[config.mk]
export PLATFORM = sky130hd
export DESIGN_NAME = scpu_decode
export DESIGN_NICKNAME = d
export VERILOG_FILES = /design/src/rtl/scpu_decode.sv
export SDC_FILE = /design/constraint.sdc
export NUM_CORES = 1
export LEC_CHECK = 0
export ABC_CLOCK_PERIOD_IN_PS = 4050
export CORE_MARGIN = 2
export CORE_UTILIZATION = 50
export CTS_CLUSTER_SIZE = 25
export DETAILED_ROUTE_END_ITERATION = 10
export PLACE_DENSITY = 0.78
export SLEW_MARGIN = 20
export SYNTH_ARGS = -nofsm -noshare
export SYNTH_HDL_FRONTEND = slang
export SYNTH_SLANG_ARGS = --single-unit
[constraint.sdc]
create_clock -name clk -period 4.05 [get_ports clk]
set_input_delay 0.81 -clock clk [delete_from_list [all_inputs] [get_ports clk]]
set_output_delay 0.81 -clock clk [all_outputs]
set_load 0.05 [all_outputs]
[src/rtl/scpu_decode.sv]
// Control/execute stage for the small CPU: sequences the fetch unit's PC/IR/DR/RAM
// strobes, owns the 4x8 register file, the ALU and the Z/C flags.
module scpu_decode #(
    parameter int DW = 8
) (
    input  logic          clk,
    input  logic          rst_n,
    input  logic [DW-1:0] fetch_ir,
    input  logic [DW-1:0] fetch_dr,
    input  logic [DW-1:0] fetch_mem_dout,
    output logic          dc_load_pc,
    output logic          dc_imm,
    output logic [1:0]    dc_addr_sel,
    output logic [DW-1:0] dc_rs,
    output logic [DW-1:0] dc_rd,
    output logic          dc_mem_wr,
    output logic          dc_load_dr,
    output logic          dc_load_ir,
    output logic          halt,
    input  logic [1:0]    dbg_sel,
    output logic [DW-1:0] dbg_reg
);

    typedef enum logic [1:0] {
        S_EXEC = 2'd0,
        S_OPND = 2'd1,
        S_HALT = 2'd2
    } state_t;

    localparam logic [3:0] OP_ADD = 4'h0;
    localparam logic [3:0] OP_SUB = 4'h1;
    localparam logic [3:0] OP_AND = 4'h2;
    localparam logic [3:0] OP_OR  = 4'h3;
    localparam logic [3:0] OP_XOR = 4'h4;
    localparam logic [3:0] OP_MOV = 4'h5;
    localparam logic [3:0] OP_LDI = 4'h6;
    localparam logic [3:0] OP_LD  = 4'h8;
    localparam logic [3:0] OP_ST  = 4'h9;
    localparam logic [3:0] OP_LDA = 4'hA;
    localparam logic [3:0] OP_STA = 4'hB;
    localparam logic [3:0] OP_JMP = 4'hC;
    localparam logic [3:0] OP_JZ  = 4'hD;
    localparam logic [3:0] OP_JC  = 4'hE;
    localparam logic [3:0] OP_HLT = 4'hF;

    state_t state_q, state_d;
    logic   z_q, c_q;

    logic [3:0] opcode;
    logic [1:0] ra, rb;
    logic       two_byte;

    logic [3:0][DW-1:0] rf_flat;
    logic               rf_we;
    logic [DW-1:0]      rf_wdata;
    logic               flag_we;

    logic [DW:0]   alu_sum;
    logic [DW-1:0] alu_res;
    logic          alu_c;

    logic       load_pc, imm_sel, mem_wr, load_dr, load_ir;
    logic [1:0] addr_sel;

    assign opcode   = fetch_ir[7:4];
    assign ra       = fetch_ir[3:2];
    assign rb       = fetch_ir[1:0];
    assign two_byte = (opcode == OP_LDI) || ((opcode >= OP_LDA) && (opcode <= OP_JC));

    genvar gi;
    generate
        for (gi = 0; gi < 4; gi++) begin : g_rf
            logic [DW-1:0] r_q;
            always_ff @(posedge clk or negedge rst_n) begin
                if (!rst_n) begin
                    r_q <= '0;
                end else if (rf_we && (ra == 2'(gi))) begin
                    r_q <= rf_wdata;
                end
            end
            assign rf_flat[gi] = r_q;
        end
    endgenerate

    assign dc_rd   = rf_flat[ra];
    assign dc_rs   = rf_flat[rb];
    assign dbg_reg = rf_flat[dbg_sel];

    always_comb begin
        alu_sum = {1'b0, dc_rd} + {1'b0, dc_rs};
        alu_res = '0;
        alu_c   = 1'b0;
        case (opcode)
            OP_ADD: {alu_c, alu_res} = alu_sum;
            OP_SUB: begin
                alu_res = dc_rd - dc_rs;
                alu_c   = (dc_rd < dc_rs);
            end
            OP_AND: alu_res = dc_rd & dc_rs;
            OP_OR:  alu_res = dc_rd | dc_rs;
            OP_XOR: alu_res = dc_rd ^ dc_rs;
            default: alu_res = '0;
        endcase
    end

    always_comb begin
        state_d  = state_q;
        load_pc  = 1'b0;
        imm_sel  = 1'b0;
        addr_sel = 2'b00;
        mem_wr   = 1'b0;
        load_dr  = 1'b0;
        load_ir  = 1'b0;
        rf_we    = 1'b0;
        rf_wdata = '0;
        flag_we  = 1'b0;
        case (state_q)
            S_EXEC: begin
                if (two_byte) begin
                    // Latch the immediate and step PC past it; IR holds the opcode.
                    load_dr = 1'b1;
                    load_pc = 1'b1;
                    state_d = S_OPND;
                end else if (opcode == OP_HLT) begin
                    state_d = S_HALT;
                end else begin
                    load_ir = 1'b1;
                    load_pc = 1'b1;
                    case (opcode)
                        OP_ADD, OP_SUB, OP_AND, OP_OR, OP_XOR: begin
                            rf_we    = 1'b1;
                            rf_wdata = alu_res;
                            flag_we  = 1'b1;
                        end
                        OP_MOV: begin
                            rf_we    = 1'b1;
                            rf_wdata = dc_rs;
                        end
                        OP_LD: begin
                            addr_sel = 2'b01;
                            rf_we    = 1'b1;
                            rf_wdata = fetch_mem_dout;
                        end
                        OP_ST: begin
                            addr_sel = 2'b01;
                            mem_wr   = 1'b1;
                        end
                        default: ;
                    endcase
                end
            end
            S_OPND: begin
                load_ir = 1'b1;
                load_pc = 1'b1;
                state_d = S_EXEC;
                case (opcode)
                    OP_LDI: begin
                        rf_we    = 1'b1;
                        rf_wdata = fetch_dr;
                    end
                    OP_LDA: begin
                        addr_sel = 2'b10;
                        rf_we    = 1'b1;
                        rf_wdata = fetch_mem_dout;
                    end
                    OP_STA: begin
                        addr_sel = 2'b10;
                        mem_wr   = 1'b1;
                    end
                    OP_JMP:  imm_sel = 1'b1;
                    OP_JZ:   imm_sel = z_q;
                    OP_JC:   imm_sel = c_q;
                    default: ;
                endcase
            end
            S_HALT:  ;
            default: state_d = S_EXEC;
        endcase
    end

    always_ff @(posedge clk or negedge rst_n) begin
        if (!rst_n) begin
            state_q <= S_EXEC;
            z_q     <= 1'b0;
            c_q     <= 1'b0;
        end else begin
            state_q <= state_d;
            if (flag_we) begin
                z_q <= (alu_res == '0);
                c_q <= alu_c;
            end
        end
    end

    // Strobes are masked by reset itself so nothing reaches the fetch unit mid-reset.
    assign dc_load_pc  = load_pc & rst_n;
    assign dc_imm      = imm_sel & rst_n;
    assign dc_mem_wr   = mem_wr  & rst_n;
    assign dc_load_dr  = load_dr & rst_n;
    assign dc_load_ir  = load_ir & rst_n;
    assign dc_addr_sel = rst_n ? addr_sel : 2'b00;
    assign halt        = (state_q == S_HALT);

endmodule

Word-level counts from Yosys, hierarchy flattened
Cells that the tools add are included.
{ "classes": {"add_sub_neg": 2, "multipliers": 0, "n_div": 0, "order_cmp": 6, "eq_ne": 20, "n_shift": 0, "muxes": 45, "n_bitwise": 9, "reduce_logical": 16} }
{ "op_table": {"columns": ["op", "n"], "rows": [
  ["binary-select mux 8 bit (select 2 bit)", 3],
  ["two-way mux 8 bit", 5],
  ["case mux 8 bit (5 select lines)", 1],
  ["equality test 4 bit, second input constant", 8],
  ["case mux 8 bit (2 select lines)", 2],
  ["case mux 8 bit (3 select lines)", 1],
  ["two-way mux 1 bit", 21],
  ["equality test 4 x 3 -> 1 bit, second input constant", 3],
  ["case mux 1 bit (2 select lines)", 5],
  ["adder 8 x 8 -> 9 bit", 1],
  ["less-than comparator 2 x 3 -> 1 bit, second input constant", 3],
  ["AND 8 bit", 1],
  ["equality test 4 x 2 -> 1 bit, second input constant", 2],
  ["zero test 8 bit", 1],
  ["less-than comparator 8 bit", 1],
  ["two-way mux 2 bit", 4],
  ["bitwise OR 8 bit", 1],
  ["case mux 2 bit (2 select lines)", 2],
  ["subtractor 8 bit", 1],
  ["bitwise XOR 8 bit", 1],
  ["OR reduction 7 bit", 1],
  ["equality test 2 bit, second input constant", 3],
  ["OR reduction 2 bit", 3],
  ["AND 1 bit", 5],
  ["other kinds (13)", 19]
]} }
{ "totals": {"register_bits": 36, "latch_bits": 0, "ramBits": 0, "mem_bits_ro": 0, "input_bits": 28, "output_inout_bits": 32, "wordCells": 105, "n_memories": 0} }

Logic depth before layout (Yosys ltp)
Gate-level depths: netlist of run 1.
{ "depth": {"word_depth": 8, "depth_mapped": 11, "mapped_depth_nobuf": 10} }

Worst setup path before layout of run 1
OpenSTA, ideal clock, no wires.
{ "synth_timing": {"kind": "input to output", "from": "input fetch_ir[5]", "to": "output dc_imm", "arrival_time_ps": 4055, "path_slack_ps": -815, "cell_stages": 6, "n_path_buf": 4, "path_cell_list": "buf_2 -> buf_2 -> buf_2 -> buf_1 -> a21boi_0 -> a2111oi_0"} }
{ "synth_via": {"elab_chain_cells": 4, "word_cells_on_any_way": 6, "classes_between": "eq/ne: 3; mux: 2; bitwise: 1"} }
{ "synth_lines": {"columns": ["item", "line", "source"], "rows": [
  ["from (decl)", "8", "input logic [DW-1:0] fetch_ir,"],
  ["equality test 4 bit", "156", "case (opcode)"],
  ["case mux 1 bit (3 select lines) *", "156", null],
  ["two-way mux 1 bit *", "117", "case (state_q)"],
  ["AND 1 bit *", "197", "assign dc_imm = imm_sel & rst_n;"],
  ["to (decl)", "12", "output logic dc_imm,"]
]} }
Mark *: on every way between the ends. The rest lies on a longest branch, timed or not.

Worst setup path in the final report of run 1
{ "layout_timing": {"from": "input fetch_ir[1]", "to": "register z_q"} }
{ "layout_via": {"elab_chain_cells": 5, "word_cells_on_any_way": 9, "classes_between": "add/sub: 2; mux: 3; bitwise: 3; reduce/logical: 1"} }
{ "layout_lines": {"columns": ["item", "line", "source"], "rows": [
  ["binary-select mux 8 bit (select 2 bit) *", "86", "assign dc_rs = rf_flat[rb];"],
  ["two-way mux 8 bit (implied by the code) *", "86", null],
  ["subtractor 8 bit, or another cell as far along", "96", "alu_res = dc_rd - dc_rs;"],
  ["case mux 8 bit (5 select lines) *", "93", "case (opcode)"],
  ["zero test 8 bit *", "189", "z_q <= (alu_res == '0);"],
  ["to (signal assigned)", "189", null],
  ["to (decl)", "47", "logic z_q, c_q;"]
]} }
Mark *: on every way between the ends. The rest lies on a longest branch, timed or not. The select of a mux whose other input is x is not followed.
A chain may end at the register's enable or synchronous reset.

==> results of run 1 <==
## what timing repair did
| item | in CTS | in global routing |
|---|---|---|
| buffers inserted | 1 | 1 |
| gates resized for setup | 3 | 2 |
| setup endpoints to repair | 5 | 17 |
| pin swaps | 1 | 0 |
## cell usage after synthesis (4+ instances only)
library cell | count | area, sq um
dfrtp_1 | 36 | 901
nor2_1 | 35 | 131
nand2_1 | 28 | 105
ha_1 | 24 | 300
mux4_2 | 24 | 541
inv_1 | 23 | 86.3
a21oi_1 | 20 | 100
o21ai_0 | 19 | 95.1
a22oi_1 | 15 | 113
mux2_2 | 12 | 135
mux2i_1 | 12 | 120
buf_2 | 10 | 50.1
nand2b_1 | 10 | 62.6
clkbuf_1 | 9 | 33.8
nor2b_1 | 7 | 43.8
o211ai_1 | 7 | 52.6
o31ai_1 | 7 | 52.6
nor3_1 | 5 | 25.0
a211oi_1 | 4 | 30.0
a21o_1 | 4 | 30.0
buf_1 | 4 | 15.0
buf_6 | 4 | 45.0
nand3_1 | 4 | 20.0
o21a_1 | 4 | 30.0
o21ai_1 | 4 | 20.0
or2_2 | 4 | 25.0
or3_1 | 4 | 25.0
## metrics by stage
step                      cell area [sq um]  util (%)  total power, mW  hold WS [ns]  cells
after global routing                   5140      67.2            0.898         0.329    627
after floorplan                        3900         -            0.496         0.464    414
after detailed placement               5020      65.6            0.588         0.506    617
after global placement                 5020      65.6            0.584         0.486    617
final                                  5140      67.2            0.864         0.328    627
after CTS                              5120      67.0            0.863         0.335    626
## power by group through the flow
stage | combinational, mW | sequential, mW | clock (mW)
floorplan | 0.123 | 0.373 | 0
global placement | 0.210 | 0.374 | 0
detailed placement | 0.213 | 0.375 | 0
CTS | 0.214 | 0.367 | 0.282
global route | 0.231 | 0.368 | 0.299
finish | 0.216 | 0.368 | 0.280
## how the worst max path moves through the flow
stage / start / end / slack [ns]
after CTS: fetch_ir[0] / z_q / 0.004
after global placement: fetch_ir[2] / g_rf[0].r_q[6] / -0.29
after detailed placement: fetch_ir[2] / z_q / -0.39
after floorplan: fetch_ir[5] / dc_imm / -0.15
final: fetch_ir[1] / z_q / 0.14
after global routing: fetch_ir[1] / z_q / 0.03
## worst max-delay path, cell delays in order
cell and delay [ns]:
clkdlybuf4s50_1 0.59, mux4_2 0.40, ha_1 0.27, fa_1 0.45
nor2_2 0.13, o311a_1 0.22, mux2i_1 0.09, or4_1 0.56
or3_1 0.41, o32ai_2 0.20
## layout by cell type (no fill, tap or decap), types with 3 or more instances in the layout
cell	n
buf_4	91
nand3_1	4
xnor2_1	3
ha_1	24
mux2_2	12
nor2b_1	7
a211oi_1	3
inv_1	22
nand3b_1	3
or4_1	3
nand2b_1	10
or2_2	4
a22oi_1	15
dfrtp_1	36
mux4_2	24
a21o_1	4
a21oi_1	20
nor3b_1	3
o21ai_0	19
a31oi_1	3
o21a_1	4
mux2i_1	12
nor2_1	35
o21ai_1	3
clkdlybuf4s50_1	33
o31ai_1	7
o211ai_1	7
buf_12	7
nor3_1	5
clkbuf_8	6
nand2_1	28
or3_1	4
xor2_1	3
## state kept, by name, summed over array words and instances, names as in the netlist
name	count
g_rf.r_q	32
state_q	2
z_q	1
c_q	1
## final cells by class
| type | count | area [sq um] | area share, % |
|---|---|---|---|
| Multi-Input combinational cell | 323 | 2740 | 53.4 |
| Inverter | 24 | 90.1 | 1.75 |
| Clock buffer | 6 | 82.6 | 1.61 |
| Timing Repair Buffer | 134 | 1180 | 23.0 |
| Clock inverter | 2 | 15.0 | 0.292 |
| Sequential cell | 36 | 901 | 17.5 |
| Tap cell | 102 | 128 | 2.48 |
## logic make-up after synthesis
logic type / count (synthesis) / share of synthesized area [%]
fa+ha+maj: 26 / 8.75
mux: 48 / 20.5
compound gates: 117 / 22.1
xor+xnor: 6 / 1.35
simple gates: 126 / 17.4
flops: 36 / 23.2
buf+inv: 55 / 6.72
## per-layer routing
| metal | vias to the layer above | wire (um) | track usage, % |
|---|---|---|---|
| met5 | - | 0 | 0 |
| met4 | 0 | 167 | 7.21 |
| met3 | 16 | 654 | 2.96 |
| met2 | 162 | 6440 | 53.1 |
| met1 | 1921 | 5350 | 41.9 |
| li1 | 1776 | - | - |
==> flow_summary.yaml, run 1 <==
sta:
  worst_slew_pin_slew_ns: 0.737
  finClkSkew_ns: 0.0129
  relSlewSlack_pct: 50.5
  fin_crit_ns: 3.91
  fin_ws_ns: 0.138
  final_max_slew_viol_count: 0
  fmax_mhz: 256
  timing.final.crit_share_pct: 96.6
  setup_violations: 0
  hold_viol_final: 0
  setup_tns_ns: 0
  rsz0062_at_grt: "false"
yosys:
  netlist_area_sq_mm: 0.00389
  synth_seq_area_share_pct: 23.2
  synth_flop_cell: "dfrtp_1"
  synth-edff-count: 0
  synth_nets: 468
  synth-seq-cells: 36
  synth_area_per_cell_sq_um: 9.39
  syn-instance-count: 414
  synthArstFlopShare_pct: 100
  synth-warning-count: 0
  ys_types: 77
die:
  die_w_um: 92.2
  dieArea_sq_mm: 0.00850
  core-area_sq_mm: 0.00765
  io_pins: 60
  die_y_um: 92.2
  rows: 32
  start_util_pct: 50.9
worst_setup_path:
  r2r_slack_ns: 0.70
  reg2reg_depth: 9
  crit_arrival_ns: 4.12
  crit_path_end_kind: "register"
  start_kind: "primary input"
  criticalPathCategory: "in -> reg"
  r2r_start: "g_rf[3].r_q[0]"
  worstPathMaxFanout: 4
  r2r_end: "z_q"
  crit_required_ns: 4.26
placed_design:
  port_buffers: 59
  gp_congestion: 1.01
  dp_slack_ns: -0.390
  hpwl_um: 9820
power:
  clockPowerShare_pct: 32.4
  powerDensity_mw_per_mm2: 168
  seqPwrFrac_pct: 42.6
  combPwrFrac_pct: 25.0
  internal_power_mw: 0.601
  p_leak_nw: 2.24
  power.switching_mw: 0.263
  swShare_pct: 30.4
  vdd_drop_max_mv: 0.226
cts:
  tritoncts: "yes"
  clock_latency_ns: 0.30
  path_clk_slew_ns: 0.08
  cts_sinks: 36
  clockBufferDepth: 2
  root_buffer: "clkbuf_8"
  numCtsBuffers: 5
  holdBufCountCts: 0
  htree_levels: 2
grt:
  grt_usage_pct: 30.7
  grt_pass1_vias: 3839
  antenna_found_initial: 0
  grt_overflow_total: 0
  grt_max_degree: 35
  grt_pass1_wl_um: 20400
job:
  maxCapViolCount: 0
detailed_routing:
  drt_iter0_markers: 389
  via_per_inst: 6.18
  vias: 3875
  dr.pass1.iters: 5
  drt_wl_total_um: 12600
  drc: 0
  antenna_left: 0
  wl_per_cell_um: 20.1
layout:
  n_antenna_cell: 0
  layout-drive-gt1-share_pct: 31.4
  fillers: 633
  area_growth_pct: 32.1
  fin_nets: 578
worst_hold_path:
  min_path_type: "in -> async"
outcome:
  status: "complete, no violations"
No activity file was read; power rests on OpenSTA's default activity.
==> inputs of run 2 (changes only) <==
--- a/config.mk
+++ b/config.mk
@@ -6,9 +6,10 @@
 export NUM_CORES = 1
 export LEC_CHECK = 0
 export ABC_CLOCK_PERIOD_IN_PS = 4050
+export CAP_MARGIN = 40
 export CORE_MARGIN = 2
 export CORE_UTILIZATION = 50
-export CTS_CLUSTER_SIZE = 25
+export CTS_CLUSTER_SIZE = 10
 export DETAILED_ROUTE_END_ITERATION = 10
 export PLACE_DENSITY = 0.78
 export SLEW_MARGIN = 20
==> results of run 2 <==
The final DEF is identical to that of run 1; final timing and power are the same.
==> inputs of run 3 (changes only) <==
==> constraint.sdc (replaced) <==
create_clock -name clk -period 4.05 [get_ports clk]
set_input_delay 0.81 -clock clk [delete_from_list [all_inputs] [get_ports clk]]
set_output_delay 0.81 -clock clk [all_outputs]
set_load 0.02 [all_outputs]
==> flow_summary.yaml, run 3 (synthesis results as in run 1) <==
layout:
  fin_util_pct: 66.5
  layout-drive-gt1-share_pct: 26.2
  final_cell_mix: "buf_4, clkdlybuf4s50_1, dfrtp_1"
  largest_reg_flops: 32
  reg_top3: "g_rf.r_q: 32 flops, state_q: 2 flops"
  mostFrequentLayoutCell: "buf_4"
  fin_nets: 576
  fillers: 605
  n_antenna_cell: 0
  area_growth_pct: 30.8
  top_register: "g_rf.r_q"
sta:
  fin_crit_ns: 3.91
  rsz0062_at_grt: "false"
  hold_ws_ns: 0.327
  hold_viol_final: 0
  worst_slew_pin_slew_ns: 0.736
  final_max_slew_viol_count: 0
  timing.final.crit_share_pct: 96.6
  fmax_mhz: 256
  setup_violations: 0
  finClkSkew_ns: 0.0156
  relSlewSlack_pct: 50.5
cts:
  numCtsBuffers: 5
  path_clk_slew_ns: 0.09
  cts_sinks: 36
  clock_latency_ns: 0.30
  tritoncts: "yes"
  root_buffer: "clkbuf_8"
  htree_levels: 2
  clockBufferDepth: 2
  holdBufCountCts: 0
detailed_routing:
  via_per_inst: 6.24
  drc: 0
  antenna_left: 0
  dr.pass1.iters: 5
  wl_per_cell_um: 19.9
  drt_wl_total_um: 12400
  vias: 3893
  drt_iter0_markers: 341
worst_setup_path:
  start_kind: "primary input"
  critPathSlowestCell: "mux4_2"
  r2r_slack_ns: 0.64
  crit_required_ns: 4.26
  worstPathMaxFanout: 5
  crit_path_end_kind: "register"
  crit_path_cell_trace: "dlygate4sd2_1, mux4_2, inv_1, ha_1, fa_1, nor2_2, o311a_1, mux2i_1, or4_1, or3_1, o32ai_2"
  cp-startpoint: "fetch_ir[2]"
  r2r_end: "z_q"
  reg2reg_depth: 9
  slowest_delay_ns: 0.60
  crit_arrival_ns: 4.12
  criticalPathCategory: "in -> reg"
  r2r_start: "g_rf[3].r_q[0]"
grt:
  grt_max_degree: 34
  grt_pass1_vias: 3867
  grt_usage_pct: 29.9
  grt_pass1_wl_um: 19700
  antenna_found_initial: 0
  grt_overflow_total: 0
worst_hold_path:
  min_path_type: "in -> async"
die:
  rows: 32
  dieArea_sq_mm: 0.00850
  core-area_sq_mm: 0.00765
  die_y_um: 92.2
  die_w_um: 92.2
  io_pins: 60
  start_util_pct: 50.9
power:
  vdd_drop_max_mv: 0.217
  p_leak_nw: 2.17
  powerDensity_mw_per_mm2: 168
outcome:
  status: "complete, no violations"
placed_design:
  port_buffers: 59
  hpwl_um: 9740
  gp_congestion: 0.970
job:
  maxCapViolCount: 0
==> run 3: cell count changes in the layout (fill, tap and decap cells not counted), sizes merged <==
cell,previous run,this run
clkinvlp,2,0
clkdlybuf4s50,33,55
clkdlybuf4s15,0,1
buf,99,74
clkbuf,6,7
==> run 3: power by group <==
part | switching [mW] | total [mW] | internal (mW)
Combinational | 0.107 | 0.201 | 0.0947
Clock | 0.136 | 0.287 | 0.152
Sequential | 0.00366 | 0.368 | 0.364
Total | 0.246 | 0.856 | 0.610
==> run 3: layout make-up <==
class,count,area (sq um),share of cell area (%)
multi-input cells,323,2740,53.8
repair buffers,132,1130,22.3
flip-flops and latches,36,901,17.7
well taps,102,128,2.51
clock buffers,7,96.3,1.89
inverters,24,90.1,1.77
==> run 3: through the flow <==
| step | instances | area (sq um) | power, mW | setup slack (ns) | TNS, ns |
|---|---|---|---|---|---|
| after floorplan | 414 | 3890 | 0.488 | 0.0509 | 0 |
| after global placement | 617 | 4980 | 0.569 | -0.316 | -3.35 |
| after detailed placement | 617 | 4980 | 0.573 | -0.439 | -4.99 |
| after CTS | 624 | 5080 | 0.853 | 0.125 | 0 |
| after global routing | 624 | 5080 | 0.884 | 0.0172 | 0 |
| final | 624 | 5080 | 0.856 | 0.137 | 0 |
==> run 3: worst max-delay path by stage <==
stage,endpoint,slack (ns),depth (start not counted)
2_1_floorplan,z_q,0.05,10
3_3_place_gp,g_rf[3].r_q[6],-0.32,11
3_5_place_dp,z_q,-0.44,10
4_1_cts,z_q,0.13,10
5_1_grt,z_q,0.02,11
6_report,z_q,0.14,11
==> run 3: critical path, delay by kind of cell <==
kind,cells,cell delay [ns]
AOI/OAI and AO/OA,2,0.57
and+or+nand+nor,3,1.03
adders and majority gates,2,0.46
buffers and inverters,2,0.48
muxes,2,0.76
==> run 3: layer usage <==
metal | vias to the layer above | GRT usage [%] | wire length [um]
li1 | 1775 | - | -
met1 | 1862 | 39.6 | 5030
met2 | 211 | 50.7 | 6070
met3 | 45 | 3.37 | 869
met4 | 0 | 11.2 | 446
met5 | - | 0 | 0
==> run 3: what timing repair did <==
item,CTS,global route
buffers inserted,0,0
gates resized for setup,3,3
setup endpoints to repair,5,1
